**src/rtl/sprite_queue.sv**
```systemverilog
// Sprite draw-command FIFO between the host command writer and sprite_driver.
// Producer uses valid/ready; consumer sees a show-ahead head with dequeue/is_empty.
// Also provides a per-frame flush, an occupancy count and a sticky overflow flag.
module sprite_queue #(
  parameter  int DEPTH = 64,
  localparam int CNT_W = $clog2(DEPTH) + 1,
  localparam int PTR_W = $clog2(DEPTH)
) (
  input  logic             clock,
  input  logic             reset_n,
  input  logic             enq_valid,
  output logic             enq_ready,
  input  logic [7:0]       enq_sprite_id,
  input  logic [15:0]      enq_sprite_x,
  input  logic [15:0]      enq_sprite_y,
  input  logic [7:0]       enq_sprite_scale,
  input  logic             flush,
  input  logic             sprite_queue_dequeue,
  output logic             sprite_queue_is_empty,
  output logic [7:0]       sprite_queue_sprite_id,
  output logic [15:0]      sprite_queue_sprite_x,
  output logic [15:0]      sprite_queue_sprite_y,
  output logic [7:0]       sprite_queue_sprite_scale,
  output logic [CNT_W-1:0] count,
  output logic             overflow
);

  // Record layout: {id, x, y, scale}
  logic [47:0]      mem_r [DEPTH];
  logic [PTR_W-1:0] wr_ptr_r;
  logic [PTR_W-1:0] rd_ptr_r;
  logic [CNT_W-1:0] count_r;
  logic             overflow_r;
  logic [1:0]       rst_sync_r;
  logic             rst_int_n_s;
  logic             empty_s;
  logic             ready_s;
  logic             enq_fire_s;
  logic             deq_fire_s;
  logic [47:0]      head_s;

  // Reset synchroniser: assert immediately, release two clock edges after reset_n rises.
  always_ff @(posedge clock or negedge reset_n) begin
    if (!reset_n) begin
      rst_sync_r <= 2'b00;
    end else begin
      rst_sync_r <= {rst_sync_r[0], 1'b1};
    end
  end

  assign rst_int_n_s = rst_sync_r[1];

  // Full/empty come from the count register only, so a same-cycle pop never admits a push when full.
  assign empty_s    = (count_r == {CNT_W{1'b0}});
  assign ready_s    = (count_r < CNT_W'(DEPTH));
  assign enq_fire_s = enq_valid && ready_s;
  assign deq_fire_s = sprite_queue_dequeue && !empty_s;

  // Pointer, occupancy and sticky overflow state; flush outranks every other update.
  always_ff @(posedge clock or negedge rst_int_n_s) begin
    if (!rst_int_n_s) begin
      wr_ptr_r   <= {PTR_W{1'b0}};
      rd_ptr_r   <= {PTR_W{1'b0}};
      count_r    <= {CNT_W{1'b0}};
      overflow_r <= 1'b0;
    end else if (flush) begin
      wr_ptr_r   <= {PTR_W{1'b0}};
      rd_ptr_r   <= {PTR_W{1'b0}};
      count_r    <= {CNT_W{1'b0}};
      overflow_r <= 1'b0;
    end else begin
      if (enq_fire_s) begin
        wr_ptr_r <= wr_ptr_r + PTR_W'(1);
      end
      if (deq_fire_s) begin
        rd_ptr_r <= rd_ptr_r + PTR_W'(1);
      end
      case ({enq_fire_s, deq_fire_s})
        2'b10:   count_r <= count_r + CNT_W'(1);
        2'b01:   count_r <= count_r - CNT_W'(1);
        default: count_r <= count_r;
      endcase
      if (enq_valid && !ready_s) begin
        overflow_r <= 1'b1;
      end
    end
  end

  // Record storage; contents need no reset because the pointers define validity.
  always_ff @(posedge clock) begin
    if (rst_int_n_s && !flush && enq_fire_s) begin
      mem_r[wr_ptr_r] <= {enq_sprite_id, enq_sprite_x, enq_sprite_y, enq_sprite_scale};
    end
  end

  // Show-ahead head: the entry at rd_ptr, forced to zero when the queue is empty.
  always_comb begin
    head_s = 48'd0;
    if (!empty_s) begin
      head_s = mem_r[rd_ptr_r];
    end else begin
      head_s = 48'd0;
    end
  end

  assign enq_ready                 = ready_s;
  assign sprite_queue_is_empty     = empty_s;
  assign sprite_queue_sprite_id    = head_s[47:40];
  assign sprite_queue_sprite_x     = head_s[39:24];
  assign sprite_queue_sprite_y     = head_s[23:8];
  assign sprite_queue_sprite_scale = head_s[7:0];
  assign count                     = count_r;
  assign overflow                  = overflow_r;

endmodule

```
**config.mk**
```make
export PLATFORM = sky130hd
export DESIGN_NAME = sprite_queue
export DESIGN_NICKNAME = d
export VERILOG_FILES = /design/src/rtl/sprite_queue.sv
export SDC_FILE = /design/constraint.sdc
export NUM_CORES = 2
export LEC_CHECK = 0
export ABC_CLOCK_PERIOD_IN_PS = 4100
export BUFFER_PORTS_ARGS = -buffer_cell sky130_fd_sc_hd__buf_2
export CAP_MARGIN = 20
export CORE_MARGIN = 5
export CORE_UTILIZATION = 40
export DETAILED_ROUTE_END_ITERATION = 6
export SYNTH_ARGS = -nofsm -noshare
export SYNTH_HDL_FRONTEND = slang
export SYNTH_SLANG_ARGS = --single-unit
```
**constraint.sdc**
```tcl
create_clock -name clock -period 4.1 [get_ports clock]
set_input_delay 0.615 -clock clock [delete_from_list [all_inputs] [get_ports clock]]
set_output_delay 0.615 -clock clock [all_outputs]
set_load 0.01 [all_outputs]
```
==> impl_metrics.py <==
metrics = {
    "drt": {
        "dr_wl_met3_um": 38550,
        "vias_per_cell": 6.159,
        "drtIter0Drc": 8535,
        "drc": 0,
        "dr_wl_met2_um": 175800,
        "maxUsedRoutingLayer": "met5",
        "wl_met1_um": 143600,
        "wl_per_cell_um": 36.69,
        "drt.antenna.violating_nets": 0,
        "routed_wl_um": 373400,
        "drtPass1Iterations": 5,
        "vias": 62690,
    },
    "sta": {
        "finalCritPeriodShare": 1.011,
        "hold_violations": 0,
        "slew_headroom": 0.2560,
        "setup_tns_ns": -0.2013,
        "whs_ns": 0.06021,
        "fin_crit_ns": 4.144,
        "max_clock_freq_ghz": 0.2413,
        "slew_violations": 0,
        "rsz0062_at_grt": "true",
        "worst_slew_pin_slew_ns": 1.116,
        "setup_viol": 10,
        "worst_slack_ns": -0.04386,
        "skew_ns": 0.07090,
    },
    "critical_path": {
        "crit_fanout": 5,
        "crit_end": "sprite_queue_sprite_y[11]",
        "cpMostUsedCell": "buf_4",
        "critPathLaunchType": "flop",
        "path_buf_inv": 5,
        "worstSetupStartpoint": "rd_ptr_r[0]",
        "r2r_cells": 7,
        "path_cells": "buf_4 > buf_12 > bufbuf_16 > buf_4 > mux4_2 > o22ai_1 > nor2_1 > nand3_1 > o2bb2ai_4 > buf_2",
        "crit_type": "reg -> out",
        "critPathTopFamily": "buffers and inverters",
        "required_ns": 3.48,
        "worstReg2RegEnd": "mem_r[8][37]",
        "critical-path-slowest-cell": "dfrtp_4",
        "rrSetupSlack_ns": 0.87,
        "end_kind": "output port",
        "path_depth": 10,
        "r2r-start": "count[6]",
        "critPathMaxStageDelay_ns": 0.51,
        "arrival_ns": 3.53,
    },
    "synth": {
        "synth-seq-cells": 3094,
        "synth_top_flop_cell": "edfxtp_1",
        "synthesis.area_mm2": 0.1183,
        "yosysWarnings": 0,
        "ys_seq_area_frac": 0.7844,
        "synth.distinct_cells": 60,
        "post_synth.cell_area_avg_um2": 22.19,
        "syn-instance-count": 5332,
        "async_reset_ff_frac": 0.007111,
        "synth_edf_count": 3072,
        "syn_nets": 5389,
    },
    "grt": {
        "grt_pass1_wl_um": 507200,
        "antenna_found_initial": 27,
        "grt_max_degree": 65,
        "grt_pass1_vias": 61160,
        "grt.total_usage": 0.2360,
        "grt_overflow": 0,
    },
    "final_layout": {
        "fin_cells": 10180,
        "multi_input_area_mm2": 0.02550,
        "final_nets": 6060,
        "syn2layout_area_growth_pct": 19.73,
        "final_layout_size_suffix_gt1_frac": 0.3228,
        "fillers": 23710,
        "seqCellArea_mm2": 0.09282,
    },
    "power_and_ir_drop": {
        "power_frac_clock": 0.363,
        "p_switching_mw": 19.98,
        "seq_power_share": 0.442,
        "p_int_mw": 59.04,
        "p_leak_nw": 43.96,
        "p_per_area_mw_per_mm2": 557.8,
        "power_switching_share": 0.2529,
        "combPwrFrac": 0.194,
        "peakVddDrop_mv": 0.3312,
    },
    "flow_run": {
        "drv_cap": 0,
    },
    "place": {
        "gp_congestion": 0.7900,
        "hpwl_um": 198700,
        "dp.cells": 9426,
        "place.port_buffers": 110,
    },
    "status": {
        "status": "finished, violations left",
        "failed_checks": "setup timing",
    },
    "floorplanning": {
        "boundaryPins": 111,
        "die_y_um": 553.9,
        "num_rows": 199,
        "chipWidth_um": 553.9,
        "coreArea_mm2": 0.2943,
        "initial_core_util": 0.4020,
        "die_area_mm2": 0.3068,
    },
    "clock_tree": {
        "cts_buffer_depth": 4,
        "cts.sinks": 3094,
        "clock_latency_ns": 0.89,
        "root_buffer": "clkbuf_16",
        "cts_made_buffers": 323,
        "clk_pin_slew_worst_paths_ns": 0.06,
        "cts_tree": "yes",
        "cts_max_level": 5,
    },
    "worst_hold_path": {
        "min_path_type": "in -> reg",
    },
}
## cell usage after synthesis, types with 43 or more instances
cell type  number  area (um^2)
mux2i_1       277         2773
a21oi_1       102        510.5
o221ai_1       51        446.7
a211o_1        43        376.6
nor2_1         94        352.8
nand2_1       205        769.5
edfxtp_1     3072        92250
a22oi_1        52        390.4
clkbuf_1      122        457.9
buf_2          98        490.5
a211oi_1       69        518.0
o22ai_1       131        819.5
mux4_2        674        15180
## metal layers
layer | vias to the layer above | track usage
met5 | - | 0
met4 | 8 | 0.08455
met3 | 766 | 0.05183
met2 | 3786 | 0.3731
met1 | 34050 | 0.3250
li1 | 24080 | -
## flip-flops by register name, indices dropped and copies added, names as in the netlist
| signal | count |
|---|---|
| rst_sync_r | 2 |
| overflow | 1 |
| count | 7 |
| mem_r | 3072 |
| rd_ptr_r | 6 |
| wr_ptr_r | 6 |
## placed cells by master, fill, tap and decap left out, drive strengths merged, types with 69 or more instances in the layout
cell type	n
buf	629
a21oi	102
clkbuf	423
o22ai	131
mux2i	277
mux4	674
edfxtp	3072
a211oi	69
nand2	205
clkinv	130
nor2	94
## area by class of cell
class,count,share of cell area
sequential,3094,0.6552
multi-input combinational,1919,0.1800
clock buffer,406,0.06067
timing repair buffer,660,0.05745
tap,3919,0.03461
clock inverter,167,0.01165
inverter,5,0.0001943
antenna,9,0.0001590
## metrics by stage
step | util | instance area [um^2] | worst slack, ns | power (mW)
floorplan | - | 118300 | -0.2037 | 43.67
global placement | 0.4322 | 127200 | 0.07342 | 48.25
detailed placement | 0.4322 | 127200 | 0.06579 | 48.32
CTS | 0.4747 | 139700 | -0.1007 | 78.25
global route | 0.4813 | 141600 | -0.1247 | 81.49
finish | 0.4813 | 141700 | -0.04386 | 79.02
## what timing repair did
action	CTS	global route
gates resized for setup	234	139
cloned	18	17
buffers inserted	58	69
pin swaps	39	55
endpoints found under the setup margin	48	47
endpoints found under the hold margin	2	1
hold buffers	2	1
## worst min-delay path by stage
| stage | startpoint | endpoint | slack (ns) | cells after the start |
|---|---|---|---|---|
| global placement | rst_sync_r[0] | rst_sync_r[1] | 0.33 | 0 |
| floorplan | rst_sync_r[1] | count[0] | 0.26 | 0 |
| detailed placement | rst_sync_r[0] | rst_sync_r[1] | 0.34 | 0 |
| global route | enq_sprite_y[0] | mem_r[13][8] | 0.04 | 1 |
| CTS | enq_valid | overflow | 0.008 | 3 |
| finish | enq_sprite_y[0] | mem_r[13][8] | 0.06 | 1 |
## power by group through the flow
stage	Sequential (mW)	Clock, mW	Combinational, mW
2_1_floorplan	35.6	0	8.08
3_3_place_gp	35.7	0	12.6
3_5_place_dp	35.7	0	12.6
4_1_cts	35.0	29.0	14.2
5_1_grt	35.0	30.4	16.1
6_report	35.0	28.7	15.4
## cell families after synthesis
family | after synthesis | share of synthesized area
AND/OR/NAND/NOR | 380 | 0.01371
buffers and inverters | 319 | 0.01454
adder cells (fa/ha/maj) | 4 | 0.0004230
multiplexers | 956 | 0.1522
other | 1 | 0.00003170
XOR/XNOR | 11 | 0.0008143
flip-flops | 3094 | 0.7844
AO/OA/AOI/OAI | 567 | 0.03392
Note: power is estimated with default switching activity, not from simulation.
